<file path="src/rtl/uart_tx_fifo.sv">
// Circular byte FIFO feeding a uart transmitter over a tx_req/tx_ack handshake.
// Occupancy is tracked in count; full/empty derive from it, never from the pointers.
module uart_tx_fifo #(
    parameter int unsigned DEPTH = 16,
    parameter int unsigned AW    = 4
) (
    input  logic          inclk,
    input  logic          rst,
    input  logic          wr_en,
    input  logic [7:0]    wr_data,
    input  logic          flush,
    input  logic          ovf_clr,
    output logic          full,
    output logic          empty,
    output logic [AW:0]   count,
    output logic          ovf,
    output logic [7:0]    tx_data,
    output logic          tx_req,
    input  logic          tx_ack
);

    localparam logic [AW:0] FullCount = (AW + 1)'(DEPTH);

    typedef enum logic [1:0] {StIdle, StReq, StRelease} state_e;

    state_e          state_q, state_d;
    logic [7:0]      mem_q [DEPTH];
    logic [AW-1:0]   wp_q, wp_d;
    logic [AW-1:0]   rp_q, rp_d;
    logic [AW:0]     count_q, count_d;
    logic            ovf_q, ovf_d;
    logic [7:0]      tx_data_q, tx_data_d;

    logic            do_write;
    logic            drop;
    logic            pop;
    logic            load;

    assign full    = (count_q == FullCount);
    assign empty   = (count_q == '0);
    assign count   = count_q;
    assign ovf     = ovf_q;
    assign tx_data = tx_data_q;
    assign tx_req  = (state_q == StReq);

    // A dropped write is judged on the registered count, so a same-cycle pop does not rescue it.
    assign do_write = wr_en && !full && !flush && !rst;
    assign drop     = wr_en && full && !flush;
    assign pop      = (state_q == StReq) && tx_ack && !flush;

    always_comb begin
        state_d = state_q;
        load    = 1'b0;
        case (state_q)
            StIdle: begin
                if (!empty && !tx_ack) begin
                    load    = 1'b1;
                    state_d = StReq;
                end
            end
            StReq: begin
                if (tx_ack) begin
                    state_d = StRelease;
                end
            end
            StRelease: begin
                // count_q already reflects the pop taken on the REQ -> RELEASE edge.
                if (!tx_ack) begin
                    if (count_q != '0) begin
                        load    = 1'b1;
                        state_d = StReq;
                    end else begin
                        state_d = StIdle;
                    end
                end
            end
            default: state_d = StIdle;
        endcase
        if (flush) begin
            load    = 1'b0;
            state_d = StRelease;
        end
    end

    always_comb begin
        wp_d      = wp_q;
        rp_d      = rp_q;
        count_d   = count_q;
        tx_data_d = tx_data_q;
        ovf_d     = ovf_q;

        if (do_write) begin
            wp_d = wp_q + 1'b1;
        end
        if (pop) begin
            rp_d = rp_q + 1'b1;
        end
        case ({do_write, pop})
            2'b10:   count_d = count_q + 1'b1;
            2'b01:   count_d = count_q - 1'b1;
            default: count_d = count_q;
        endcase
        if (flush) begin
            wp_d    = '0;
            rp_d    = '0;
            count_d = '0;
        end

        if (load) begin
            tx_data_d = mem_q[rp_q];
        end

        if (drop) begin
            ovf_d = 1'b1;
        end else if (ovf_clr) begin
            ovf_d = 1'b0;
        end
    end

    always_ff @(posedge inclk) begin
        if (rst) begin
            state_q   <= StIdle;
            wp_q      <= '0;
            rp_q      <= '0;
            count_q   <= '0;
            ovf_q     <= 1'b0;
            tx_data_q <= 8'h00;
        end else begin
            state_q   <= state_d;
            wp_q      <= wp_d;
            rp_q      <= rp_d;
            count_q   <= count_d;
            ovf_q     <= ovf_d;
            tx_data_q <= tx_data_d;
        end
    end

    always_ff @(posedge inclk) begin
        if (do_write) begin
            mem_q[wp_q] <= wr_data;
        end
    end

endmodule

</file>
<file path="config.mk">
export PLATFORM = sky130hd
export DESIGN_NAME = uart_tx_fifo
export DESIGN_NICKNAME = d
export VERILOG_FILES = /design/src/rtl/uart_tx_fifo.sv
export SDC_FILE = /design/constraint.sdc
export NUM_CORES = 1
export LEC_CHECK = 0
export ABC_AREA = 1
export ABC_CLOCK_PERIOD_IN_PS = 4000
export CORE_MARGIN = 2
export CORE_UTILIZATION = 60
export CTS_CLUSTER_DIAMETER = 80
export CTS_CLUSTER_SIZE = 30
export DETAILED_ROUTE_END_ITERATION = 12
export DONT_BUFFER_PORTS = 1
export PLACE_DENSITY = 0.76
export SLEW_MARGIN = 20
export SYNTH_ARGS = -nofsm -noshare
export SYNTH_HDL_FRONTEND = slang
export SYNTH_SLANG_ARGS = --single-unit
export TNS_END_PERCENT = 50
</file>
<file path="constraint.sdc">
create_clock -name inclk -period 4 [get_ports inclk]
set_input_delay 0.8 -clock inclk [delete_from_list [all_inputs] [get_ports inclk]]
set_output_delay 0.8 -clock inclk [all_outputs]
set_load 0.05 [all_outputs]
</file>
==> impl_metrics.yaml, run 1 <==
status:
  status: "finished clean"
placement:
  post-dp-hpwl_um: 9135
  place_area_um2: 6759
  gp_congestion: 0.8286
  placedCellCount: 806
  port_buffers: 0
  place_ws_ns: 1.206
floorplanning:
  core_area_um2: 10890
  die_height_um: 109.9
  io-pin-count: 31
  rows: 38
  dieArea_um2: 12070
  dieWidth_um: 109.9
  initial_utilization_pct: 61.74
setup_path:
  setup.worst_path.start_class: "register"
  critical_path.slowest_cell: "nor2_2"
  crit_arrival_ns: 3.26
  cp-startpoint: "state_q[0]"
  critPathCaptureType: "register"
  required_ns: 4.46
  cp-endpoint: "count[4]"
  rr_startpoint: "state_q[0]"
  worstSetupPathType: "reg2reg"
  worst-path-max-fanout: 6
  rr_worst_depth: 15
  worst_path_largest_cell_delay_ns: 0.50
  crit_family: "simple AND/OR/NAND/NOR gates"
  path_common_cell: "nand2_1"
  rrSetupSlack_ns: 1.20
  path_buf_inv: 3
  cp_num_cells: 15
  path_cells: "inv_1, nor2_2, nand3_1, inv_1, ha_1, xor2_1, ha_1, inv_1, nand2_1, nand3_1, nand2_1, nand2_1, nand2_1, nand2_1, a21oi_1"
  worstReg2RegEnd: "count[4]"
cts:
  cts-root-buf: "clkbuf_8"
  max-clock-path-buffers: 2
  cts_resized: 0
  post-cts-setup-buffer-count: 0
  htreeDepth: 4
  postCtsHoldBufs: 0
  tritoncts: "built"
  cts.clk_slew.worst_paths_ns: 0.06
  cts_buffers: 17
  clk_latency_ns: 0.53
  cts.sinks: 152
detailed_routing:
  ant_nets: 0
  vias_per_cell: 5.574
  avgRoutedWirePerCell_um: 17.41
  drt_iter0_drc: 442
  drt-total-wl_um: 14590
  firstDrtPassIters: 8
  via_count: 4671
  drc: 0
pwr:
  seq_power_share_pct: 53.8
  intPower_mw: 2.577
  clkPwrFrac_pct: 44.8
  p_total_mw: 3.237
  combPwrFrac_pct: 1.4
  p_leak_nw: 2.993
  cellPowerDensity_nw_per_um2: 443.1
  swShare_pct: 20.41
  p_sw_mw: 0.6608
  peakVddDrop_mv: 0.3375
cells_and_area:
  post-route-cell-area_um2: 7307
  regArea_um2: 4325
  syn_to_final_growth_pct: 8.692
  fin_util_pct: 67.11
  drive_above_1_share_pct: 6.017
  final_nets: 707
  multi_input_area_um2: 1799
  instances_no_fill: 838
  n_antenna_cell: 0
  fill_cells: 807
hold_path:
  hold_path_class: "in2reg"
  hold_start: "rst"
timing:
  fmaxAchievable_ghz: 0.3569
  rsz0062_at_grt: "no"
  timing.final.setup_violations: 0
  maxSlewHeadroom_pct: 38.00
  hold_viol_final: 0
  drv_slew: 0
  worst_slew_pin_slew_ns: 0.9289
  fin_ws_ns: 1.198
  setup_tns_ns: 0
  min_period_ns: 2.802
  skew_ns: 0.004887
  whs_ns: 0.3403
  fin_crit_sh_pct: 70.05
global_route:
  grt_pass1_vias: 4491
  grt_max_degree: 67
  antenna_found_initial: 0
  grt_util_all_layers_pct: 25.67
  grt_pass1_wl_um: 22490
  grt.overflow.total: 0
run:
  cap_violations: 0
synthesis:
  ys_ff_latch: 152
  synth_nets: 713
  synthCells: 691
  ys_seq_area_share_pct: 64.32
  yosys_warnings: 0
  syn_avg_cell_area_um2: 9.729
  synth_area_um2: 6723
  yosys.cell_types.count: 30
==> layer usage <==
metal  part of all wire, %  GRT usage, %  vias up  routed length, um
li1                      -             -     2218                  -
met1                    40         33.61     2209               5837
met2                    50         41.41      214               7257
met3                   8.1         6.520       30               1180
met4                   2.2         9.765        0                316
met5                     0             0        -                  0
==> power groups by stage <==
stage	logic [mW]	registers, mW	clock network, mW
after floorplan	0.0369	1.77	0
after global placement	0.0419	1.78	0
after detailed placement	0.0434	1.78	0
after CTS	0.0439	1.74	1.46
after global routing	0.0493	1.74	1.53
final	0.0447	1.74	1.45
==> state kept, by name, indices dropped and copies added (netlist names) <==
name,cells
mem_q,128
count,5
rp_q,4
tx_data,8
wp_q,4
ovf,1
state_q,2
==> how the worst min path moves through the flow <==
stage	end	slack, ns	cells past startpoint
5_1_grt	state_q[1]	0.32	1
2_1_floorplan	wp_q[2]	0.47	2
3_3_place_gp	wp_q[0]	0.49	2
6_report	state_q[1]	0.34	1
3_5_place_dp	wp_q[2]	0.51	2
4_1_cts	state_q[1]	0.33	1
==> area by class of cell <==
cell class              count  area share [%]
flip-flops and latches    152           59.20
repair buffers              4          0.4110
well taps                 140           2.397
inverters                 113           5.890
clock inverters             8          0.8733
multi-input cells         397           24.62
clock buffers              24           6.610
==> cells by family after synthesis <==
logic type / share of synthesized area (%)
xor+xnor: 0.5212
fa+ha+maj: 1.489
flops: 64.32
compound gates: 3.071
simple gates: 21.68
buf+inv: 8.915
==> synthesized netlist by cell type <==
cell,instances,share of area (%)
a21oi_1,20,1.5
a21oi_2,1,0.13
buf_2,12,0.89
buf_4,8,0.89
buf_6,2,0.33
clkbuf_1,6,0.33
clkbuf_2,1,0.074
clkinv_1,2,0.11
clkinv_4,1,0.13
dfxtp_1,24,7.1
edfxtp_1,128,57
ha_1,8,1.5
inv_1,107,6.0
inv_2,3,0.17
nand2_1,200,11
nand2_4,1,0.17
nand3_1,96,7.1
nand3_2,1,0.15
nand4_1,2,0.19
nand4_2,1,0.19
nor2_1,39,2.2
nor2_2,1,0.093
nor2_4,1,0.17
nor3_1,2,0.15
o21ai_0,17,1.3
o21ai_1,1,0.074
o31ai_1,1,0.11
or2_1,1,0.093
xnor2_1,1,0.13
xor2_1,3,0.39
==> layout by cell type, fill, tap and decap left out, types with 2 or more instances in the layout <==
cell type   synthesis  routed
nor2_1             39      39
a21oi_1            20      20
nor3_1              2       2
nand2_1           200     200
dfxtp_1            24      23
clkinv_4            1       6
clkinv_1            2       2
inv_2               3       2
clkinvlp_4          0       2
edfxtp_1          128     128
buf_4               8       4
o21ai_0            17      17
nand4_1             2       2
inv_1             107     107
nand3_1            96      96
clkbuf_1            6       5
clkbuf_16           0      18
clkinv_2            0       2
ha_1                8       8
xor2_1              3       3
Power figures use the tool's default switching activity.
==> run 2: changes to the inputs <==
--- a/config.mk
+++ b/config.mk
@@ -6,14 +6,14 @@
 export NUM_CORES = 1
 export LEC_CHECK = 0
 export ABC_AREA = 1
-export ABC_CLOCK_PERIOD_IN_PS = 4000
+export ABC_CLOCK_PERIOD_IN_PS = 2460
 export CORE_MARGIN = 2
-export CORE_UTILIZATION = 60
+export CORE_UTILIZATION = 57
 export CTS_CLUSTER_DIAMETER = 80
 export CTS_CLUSTER_SIZE = 30
 export DETAILED_ROUTE_END_ITERATION = 12
 export DONT_BUFFER_PORTS = 1
-export PLACE_DENSITY = 0.76
+export PLACE_DENSITY = 0.75
 export SLEW_MARGIN = 20
 export SYNTH_ARGS = -nofsm -noshare
 export SYNTH_HDL_FRONTEND = slang
==> constraint.sdc (replaced) <==
create_clock -name inclk -period 2.46 [get_ports inclk]
set_input_delay 0.492 -clock inclk [delete_from_list [all_inputs] [get_ports inclk]]
set_output_delay 0.492 -clock inclk [all_outputs]
set_load 0.05 [all_outputs]
==> run 2 against run 1 <==
  * Count of clock-buffer cells in the layout down 3
  * Via count shrank 0.62%
  * Cell count is 3.3% higher
  * Critical path depth fell by 1
  * Routed wire length down 0.47%
  * Cell area grew 4.1%
  * Register-to-register slack worse by 1.0 ns
  * Critical endpoint unchanged
==> impl_metrics.yaml, run 2 (same netlist as run 1, synthesis figures left out) <==
timing:
  hold_viol_final: 0
  fmaxAchievable_ghz: 0.4411
  timing.final.setup_violations: 0
  fin_crit_sh_pct: 92.16
  worst_slew_pin_slew_ns: 0.5688
  rsz0062_at_grt: "no"
  setup_tns_ns: 0
  skew_ns: 0.005858
  min_period_ns: 2.267
  maxSlewHeadroom_pct: 61.84
  fin_ws_ns: 0.1928
  drv_slew: 0
hold_path:
  hold_start: "rst"
  hold_path_class: "in2reg"
detailed_routing:
  avgRoutedWirePerCell_um: 16.77
  ant_nets: 0
  firstDrtPassIters: 5
  drt-total-wl_um: 14520
  via_count: 4642
  drt_iter0_drc: 484
  drc: 0
  vias_per_cell: 5.360
floorplanning:
  initial_utilization_pct: 58.63
  rows: 39
  dieWidth_um: 112.6
  die_height_um: 112.6
  dieArea_um2: 12680
  core_area_um2: 11470
  io-pin-count: 31
global_route:
  grt_util_all_layers_pct: 24.52
  grt.overflow.total: 0
  grt_max_degree: 66
  antenna_found_initial: 0
  top_usage_layer: "met2"
  grt_pass1_vias: 4661
  grt_util_met2_pct: 40.36
  met3_usage_pct: 5.724
  grt_util_met1_pct: 31.14
  grt_pass1_wl_um: 23430
cts:
  tritoncts: "built"
  cts.sinks: 152
  max-clock-path-buffers: 2
  htreeDepth: 4
  postCtsHoldBufs: 0
  cts.clk_slew.worst_paths_ns: 0.06
  cts-root-buf: "clkbuf_16"
  cts_buffers: 17
  clk_latency_ns: 0.42
cells_and_area:
  syn_to_final_growth_pct: 13.16
  n_antenna_cell: 0
  fin_util_pct: 66.34
  fill_cells: 855
  final_nets: 732
  largest_reg_flops: 128
  final_common_cell: "nand2_1"
  multi_input_area_um2: 1802
  regMostFlops: "mem_q"
  final_cell_mix: "nand2_1, edfxtp_1, inv_1"
  drive_above_1_share_pct: 9.129
  regArea_um2: 4325
run:
  cap_violations: 0
setup_path:
  required_ns: 2.81
  cp-startpoint: "count[0]"
  worst-path-max-fanout: 6
  setup.worst_path.start_class: "register"
  rr_startpoint: "count[0]"
  crit_arrival_ns: 2.62
  worstSetupPathType: "reg2reg"
  critPathCaptureType: "register"
pwr:
  peakVddDrop_mv: 0.6657
  cellPowerDensity_nw_per_um2: 754.6
  p_leak_nw: 3.184
  p_total_mw: 5.740
placement:
  place_ws_ns: 0.1755
  gp_congestion: 0.8654
  port_buffers: 0
  post-dp-hpwl_um: 8974
status:
  status: "finished clean"
==> run 2: metrics by stage <==
stage | hold WS [ns] | std cells | area (um^2)
floorplan | 0.4734 | 691 | 6723
global placement | 0.4796 | 834 | 6963
detailed placement | 0.4913 | 834 | 6963
CTS | 0.1258 | 866 | 7605
global route | 0.1239 | 866 | 7607
finish | 0.1336 | 866 | 7607
==> run 2: worst paths after layout <==
check | endpoint | slack, ns | depth (start not counted)
hold / removal | state_q[1] | 0.13 | 1
setup / recovery | count[4] | 0.19 | 14
setup reg to reg | count[4] | 0.19 | 14
hold reg to reg | count[1] | 0.50 | 2
==> run 2: critical path, stage by stage, from the launching register on <==
cell and delay (ns):
dfxtp_1 0.31, nor2_1 0.20, nand4_1 0.20, nand2_4 0.16, ha_2 0.28, xor2_1 0.24
ha_1 0.22, inv_1 0.06, nand2_1 0.10, nand3_1 0.11, nand2_1 0.08, nand2_1 0.05
nand2_1 0.05, nand2_1 0.05, a21oi_1 0.11
==> run 2: power breakdown <==
part           internal (mW)  switching (mW)
Combinational         0.0251          0.0586
Sequential              2.80          0.0224
Clock                   1.89           0.945
Total                   4.71            1.03
==> run 2: timing repair <==
| item | 4_1_cts | 5_1_grt |
|---|---|---|
| endpoints found under the hold margin | 0 | 0 |
| buffers inserted | 0 | 0 |
| setup endpoints to repair | 0 | 1 |
| resized for setup | 0 | 1 |
==> run 2: cell type report <==
class	count	area share, %
multi-input cells	397	23.68
clock inverters	11	2.648
repair buffers	29	3.026
well taps	143	2.352
inverters	113	5.641
clock buffers	21	5.789
flip-flops and latches	152	56.86
==> run 2: metal layers <==
| layer | vias up | part of all wire, % | routed length [um] |
|---|---|---|---|
| met2 | 171 | 50 | 7250 |
| met3 | 35 | 6.3 | 919 |
| met5 | - | 0 | 0 |
| met1 | 2164 | 41 | 5979 |
| li1 | 2272 | - | - |
| met4 | 0 | 2.6 | 374 |
